**src/rtl/unary_mul_seq.sv**
```systemverilog
// Sequencer for a rate-coded (unary) multiplier: latches an operand pair, clears the
// Sobol generators for one cycle, then counts 1s on the product stream for 2^LOG_CYC cycles.
module unary_mul_seq #(
  parameter int WIDTH   = 16,
  parameter int LOG_CYC = 8
) (
  input  logic               clk,
  input  logic               rst_n,
  input  logic               in_valid,
  output logic               in_ready,
  input  logic [WIDTH-2:0]   in_data_i,
  input  logic [WIDTH-2:0]   in_data_w,
  input  logic               abort,
  output logic               mul_clr_n,
  output logic [WIDTH-2:0]   mul_data_i,
  output logic [WIDTH-2:0]   mul_data_w,
  input  logic               mul_bit,
  output logic               out_valid,
  input  logic               out_ready,
  output logic [LOG_CYC:0]   out_count,
  output logic               busy
);

  typedef enum logic [1:0] {IDLE, CLEAR, RUN, DONE} state_t;

  state_t             state;
  logic [LOG_CYC-1:0] cyc_cnt;
  logic [LOG_CYC:0]   acc;

  // Outputs are pure state decodes or registers; no input reaches an output combinationally.
  assign in_ready  = (state == IDLE);
  assign out_valid = (state == DONE);
  assign busy      = (state != IDLE);
  assign out_count = acc;

  always_ff @(posedge clk) begin
    if (!rst_n) begin
      state      <= IDLE;
      cyc_cnt    <= '0;
      acc        <= '0;
      mul_data_i <= '0;
      mul_data_w <= '0;
      mul_clr_n  <= 1'b0;
    end else begin
      mul_clr_n <= 1'b1;
      case (state)
        IDLE: if (in_valid) begin
          mul_data_i <= in_data_i;
          mul_data_w <= in_data_w;
          mul_clr_n  <= 1'b0;
          state      <= CLEAR;
        end
        CLEAR: begin
          acc     <= '0;
          cyc_cnt <= '0;
          state   <= abort ? IDLE : RUN;
        end
        RUN: begin
          if (abort) begin
            acc     <= '0;
            cyc_cnt <= '0;
            state   <= IDLE;
          end else begin
            // Counter is exactly LOG_CYC bits, so it wraps to 0 on the last run cycle.
            acc     <= acc + {{LOG_CYC{1'b0}}, mul_bit};
            cyc_cnt <= cyc_cnt + {{(LOG_CYC-1){1'b0}}, 1'b1};
            if (&cyc_cnt) state <= DONE;
          end
        end
        DONE: if (out_ready) state <= IDLE;
        default: state <= IDLE;
      endcase
    end
  end

endmodule

```
**config.mk**
```make
export PLATFORM = sky130hd
export DESIGN_NAME = unary_mul_seq
export DESIGN_NICKNAME = d
export VERILOG_FILES = /design/src/rtl/unary_mul_seq.sv
export SDC_FILE = /design/constraint.sdc
export NUM_CORES = 1
export LEC_CHECK = 0
export CAP_MARGIN = 25
export CORE_ASPECT_RATIO = 2
export CORE_MARGIN = 2
export CORE_UTILIZATION = 39
export DETAILED_ROUTE_END_ITERATION = 8
export PLACE_DENSITY = 0.75
export SYNTH_ARGS = -nofsm -noshare
export SYNTH_HDL_FRONTEND = slang
export SYNTH_SLANG_ARGS = --single-unit
```
**constraint.sdc**
```tcl
create_clock -name clk -period 1.45 [get_ports clk]
set_input_delay 0.29 -clock clk [delete_from_list [all_inputs] [get_ports clk]]
set_output_delay 0.29 -clock clk [all_outputs]
set_load 0.02 [all_outputs]
```
==> metrics.txt <==
fmax=701 MHz; area grow syn2layout=52.3%; most frequent cells in the layout=nand2_1 (72), dfxtp_1 (48), dlygate4sd2_1 (40); wire per inst=around 12 um; Die Span Y=107 um; first-pass GRT wire length=~8100 um; largest net degree at the start of global routing=35; WP buf/inv=1; Sink Count=50; Crit Path Class=reg2reg; Synth Area in Compound Gates=0.125; synthesized area=just over 2000 um^2; Root Driver=clkbuf_8; DIE AREA=just under 6000 um^2; Final Wtd Congestion=around 0.76; Synth Area in Simple Gates=0.227; Final Cycle Share=0.984; Clock H-tree levels=2; Worst setup SP type=register; critical path cell sequence=inv_2 -> ha_4 -> nand4_1 -> nor3_2 -> xnor2_1 -> nor2_1; Yosys cell types=24; Post-DP HPWL=3510 um; synthesized-area fraction occupied by adder cells=0.0486; maximum fanout along the worst path=6; Post-Syn Nets=between 200 and 300; vias per cell=between 4 and 5; initial core utilization=0.401; final-report setup violation count=0; commonest non-fill, non-tap cell in the layout=nand2_1; CP arrival=1.63 ns; boundary pin count=about 80; CORE AREA=approximately 5000 um^2; P per Cell Area=around 930 nW/um^2; Pre-Repair DR Iteration Count=4; syn_area_per_cell=between 8 and 9 um^2; register area share after synthesis=0.486; Layout Skew=about 0.0037 ns; share of cells above drive strength 1=0.146; yosys warns=0; max_cap viols=0; crit path time final=roughly 1.4 ns; Final Hold Vio Count=0; Worst Tran Pin Value=between 0.2 and 0.25 ns; xor and xnor area share after synthesis=0.0596; total CTS buffers=5; Max IR drop VDD=between 0.6 and 0.7 mV; required time of the critical path=roughly 1.7 ns; initial antenna violation count=0; Overflow after GRT=0; WL final=around 4700 um; Post-Syn Instances=235; vias in the first global route=1825; setup tns final=0 ns; RSZ-0062 raised after global routing=true; initial DRC count=between 50 and 60; Hold/Removal Path Class=reg2reg; Routed Antenna Nets=0; diodes inserted=0; total track usage=0.174; largest family of logic cells by synthesized area=simple AND/OR/NAND/NOR gates; Leak=between 1 and 1.5 nW; clock transition at the registers of the reported paths=0.08 ns; Max clock buf depth=2; via count=between 1.5k and 2k; Rel. slew slack=0.838; slowest CP cell=dfxtp_4; width of the die=roughly 55 um; worst skew pair latency=0.30 ns; top cell family by delay on the critical path=simple AND/OR/NAND/NOR gates; CTS Hold Buffers Added=0; status=completed; DRC viols=0; #FFs+latches synth=50; Critical Path End Type=register; CTS tree=done; Tot Pwr=approximately 0.0029 W; row cnt=37; Port-buffer cells=78; mux cell area share after synthesis=0.0195; fin nets=roughly 370; Worst path max stage delay=about 0.37 ns; Slew Viols, Final=0; final core occ=0.610
layer usage:
metal | track usage | part of all wire | up-vias
met5 | 0 | 0 | -
met4 | 0.0836 | 0.025 | 0
met3 | 0.0326 | 0.050 | 7
met2 | 0.338 | 0.54 | 62
met1 | 0.168 | 0.39 | 834
li1 | - | - | 943
state kept, by name (all words and copies together) (netlist names):
| name | flops |
|---|---|
| cyc_cnt | 8 |
| mul_clr_n | 1 |
| mul_data_i | 15 |
| mul_data_w | 15 |
| out_count | 9 |
| state | 2 |
worst min-delay path, cell delays in order, from the launching register on:
cell and delay (ns):
dfxtp_1 0.31, nand2_1 0.04, a21boi_0 0.06
power by group:
part	switching [W]	total, W	internal [W]
logic	0.000322	0.000654	0.000332
clock network	0.000439	0.000771	0.000331
registers	0.0000375	0.00149	0.00145
Yosys cell counts:
library cell   n  area (um^2)
dfxtp_1       50         1000
and2_1         2         12.5
nor3_2         3         30.0
buf_4          1         7.51
a31oi_1        1         6.26
ha_1           8          100
clkbuf_1       5         18.8
o221a_1        1         11.3
a21boi_0      30          225
o22ai_1        1         6.26
o211ai_1       1         7.51
buf_2          5         25.0
nand2_1       72          270
nor2_2         1         6.26
xor2_1         7         61.3
xnor2_1        7         61.3
nor2_1        21         78.8
nand2b_1       2         12.5
nand4_1        5         31.3
clkbuf_2       1         5.00
nand4_2        1         12.5
mux2i_1        4         40.0
and3_1         2         12.5
inv_1          4         15.0
per-stage QoR:
step | cell area, um^2 | hold slack [ns] | cells | setup WS (ns)
final | 3140 | 0.463 | 386 | 0.0239
after global routing | 3140 | 0.489 | 386 | -0.0819
after CTS | 3080 | 0.468 | 384 | 0.00159
after detailed placement | 3050 | 0.458 | 377 | -0.232
after global placement | 3050 | 0.449 | 377 | -0.196
after floorplan | 2070 | 0.435 | 235 | 0.0515
area by class of cell:
class,instances,area [um^2]
Multi-Input combinational cell,169,1040
Timing Repair Buffer,98,918
Clock inverter,1,7.51
Fill cell,452,2000
Inverter,4,15.0
Clock buffer,6,72.6
Sequential cell,50,1010
Tap cell,58,72.6
what timing repair did:
item,in CTS,in global routing
setup endpoints to repair,55,16
gates resized for setup,56,12
setup buffers,0,2
pin swaps,0,4
cells by family after synthesis:
family,count (synthesis)
and+or+nand+nor,109
DFF,50
AOI/OAI and AO/OA,34
buffers and inverters,16
xor gates and xnor gates,14
adders and majority gates,8
muxes,4
final timing paths:
check / from / endpoint / slack (ns) / cells after the start
setup / recovery: state[0] / cyc_cnt[7] / 0.02 / 6
hold reg to reg: mul_data_w[3] / mul_data_w[3] / 0.46 / 2
setup reg to reg: state[0] / cyc_cnt[7] / 0.02 / 6
hold / removal: mul_data_w[3] / mul_data_w[3] / 0.46 / 2
No activity file was read; power rests on OpenSTA's default activity.
==> edit (config.mk and constraints unchanged) <==
The 4 states of `state_t` get a one-hot encoding in 4 bits.
--- a/src/rtl/unary_mul_seq.sv
+++ b/src/rtl/unary_mul_seq.sv
@@ -22,5 +22,5 @@
 );
 
-  typedef enum logic [1:0] {IDLE, CLEAR, RUN, DONE} state_t;
+  typedef enum logic [3:0] {IDLE = 4'b0001, CLEAR = 4'b0010, RUN = 4'b0100, DONE = 4'b1000} state_t;
 
   state_t             state;
Check against the original RTL: same outputs for any inputs over 10 cycles, from zero or initial values and one cycle with rst_n low; not proved beyond that.
==> edit against the original RTL <==
- the flow now finishes with violations (setup timing)
- sequential cell count is 2 higher
- setup slack worse by 0.23 ns
- area after synthesis is 11% higher
- power is 25% higher
- combinational power is 35% higher
- count of clock-buffer cells in the layout is 1 lower
- routed wire length is 51% higher
- worst hold slack worse by 0.014 ns
- design area is 28% higher
- critical endpoint is now mul_data_w[6]$_SDFFE_PN0P_
==> edit: results (changes against the original RTL) <==
Logic synthesis
  – Syn nets: 299 (was 279)
  – Most instantiated cells after synthesis: 70 x nand2_1, 52 x dfxtp_1, 17 x a21boi_0 (was 72 x nand2_1, 50 x dfxtp_1, 30 x a21boi_0)
  – Post-synthesis sequential area ratio: 45.5% (was 48.6%)
  – Top cells by area, synth: dfxtp_1 46%, nand2_1 11%, a21boi_0 5.6%, a21boi_1 4.3%, and3_1 1.9% (was dfxtp_1 49%, nand2_1 13%, a21boi_0 11%, ha_1 4.9%, nor2_1 3.8%)
  – Post-synth cell types: 43 (was 24)
  – Top FF cell, synth: dfxtp_1 (unchanged)
  – Mapped Avg Cell Area: 8.79 µm² (was 8.76 µm²)
  – Yosys warns: 0 (unchanged)

STA
  – Setup TNS: -4.70 ns (was 0 ns)
  – Worst rel slew slack: 78.1% (was 83.8%)
  – Final setup vio count: 43 (was 0)
  – Final worst slack: -0.209 ns (was 0.0239 ns)
  – Skew final: 0.00403 ns (was 0.00369 ns)

Placement
  – Dpl ws: -0.671 ns (was -0.232 ns)
  – Port Buffer Count: 78 (unchanged)
  – GP Congestion: 0.802 (was 0.756)
  – DPL Wire Length: 4540 µm (was 3510 µm)
  – Placement Cell Area: 3360 µm² (was 3050 µm²)

Clock network
  – CTS H-tree depth: 2 (unchanged)
  – Clock Tree Buf Depth: 2 (unchanged)
  – CTS root buf: clkbuf_16 (was clkbuf_8)
  – CTS buffer count: 5 (unchanged)
  – Clock-pin transition on the worst setup and hold timing paths: 0.07 ns

Detailed routing
  – Post-route ant nets: 0 (unchanged)
  – WL per Instance: 16.2 µm (was 12.2 µm)
  – DR vias/cell: 5.24 (was 4.78)
  – Routed WL: 7090 µm (was 4700 µm)
  – First drt pass iteration count: 4 (unchanged)
  – Drt initial violations: 59 (was 55)

Worst setup path
  – Worst setup SP type: flop (unchanged)
  – CP Max Fanout: 6 (unchanged)
  – Reg-to-Reg Start: state[2]$_SDFFE_PN0P_ (was state[0]$_SDFFE_PN0P_)
  – Arrival @ worst endpoint: 1.87 ns (was 1.63 ns)

Min path
  – HP Class: flop to flop (unchanged)
  – Hold path startpoint: mul_data_i[8]$_SDFFE_PN0P_ (was mul_data_w[3]$_SDFFE_PN0P_)

Power and ir drop
  – Worst VDD drop: 1.14 mV (was 0.691 mV)
  – P per Cell Area: 905 nW/µm² (was 929 nW/µm²)
  – Leak: 1.78 nW (was 1.37 nW)

GRT
  – All-Layer GR Usage: 20.7% (was 17.4%)
  – Initial antenna violation count: 0 (unchanged)
  – First-pass GRT wire length: 10500 µm (was 8060 µm)
  – Global route overflow: 0 (unchanged)
  – Vias in the first global route: 2287 (was 1825)
  – Largest net degree at the start of global routing: 19 (was 35)

Cells and area
  – Layout cells sized above 1: 31.4% (was 14.6%)
  – Fillers: 424 (was 452)
  – Ant. Diodes: 0 (unchanged)
  – Nets@finish: 414 (was 372)

Outcome
  – Status: finished with violations (was complete, no violations)
  – Failing checks: setup timing
## edit: repair_timing
item | 4_1_cts | 5_1_grt
resized for setup | 93 | 48
hold endpoints to repair | 0 | 0
hold buffers | 0 | 0
pin swaps | 12 | 38
setup buffers | 6 | 8
setup endpoints to repair | 92 | 54
gates cloned | 2 | 4
## edit: final timing paths
path,endpoint,slack [ns],depth (start not counted)
worst max-delay path,mul_data_w[6]$_SDFFE_PN0P_,-0.21,7
worst min-delay path,mul_data_i[8]$_SDFFE_PN0P_,0.45,2
worst max register to register,mul_data_w[6]$_SDFFE_PN0P_,-0.21,7
worst min register to register,mul_data_i[8]$_SDFFE_PN0P_,0.45,2
## edit: worst max-delay path, stage by stage (launching register included)
cell and delay, ns:
dfxtp_4 0.36, nor4b_4 0.28, buf_4 0.17, buf_6 0.11, and2_4 0.25, clkbuf_16 0.19
nand2_1 0.05, a21boi_1 0.16
## edit: cell families after synthesis
kind of cell    after synthesis  share of synthesized area (%)
flops                        52                           45.5
fa+ha+maj                     3                           1.64
buf+inv                      16                           3.83
xor+xnor                      6                           3.12
compound gates               58                           18.2
simple gates                125                           27.7
## edit: area by class of cell
cell class	instances	area share, %
clock buffers	5	3.12
clock inverters	3	0.655
inverters	1	0.156
multi-input cells	192	36.3
flip-flops and latches	52	26.3
well taps	61	1.90
repair buffers	123	31.5
## edit: metal layers
metal | track usage (%) | wire (µm)
met1 | 19.6 | 2450
met2 | 40.3 | 4140
met3 | 3.11 | 263
met4 | 10.4 | 238
met5 | 0 | 0
## edit: power by group
part / leakage (nW) / switching, mW / internal [mW]
Clock: 0.0762 / 0.564 / 0.657
Sequential: 0.428 / 0.0337 / 1.49
Combinational: 1.28 / 0.415 / 0.467
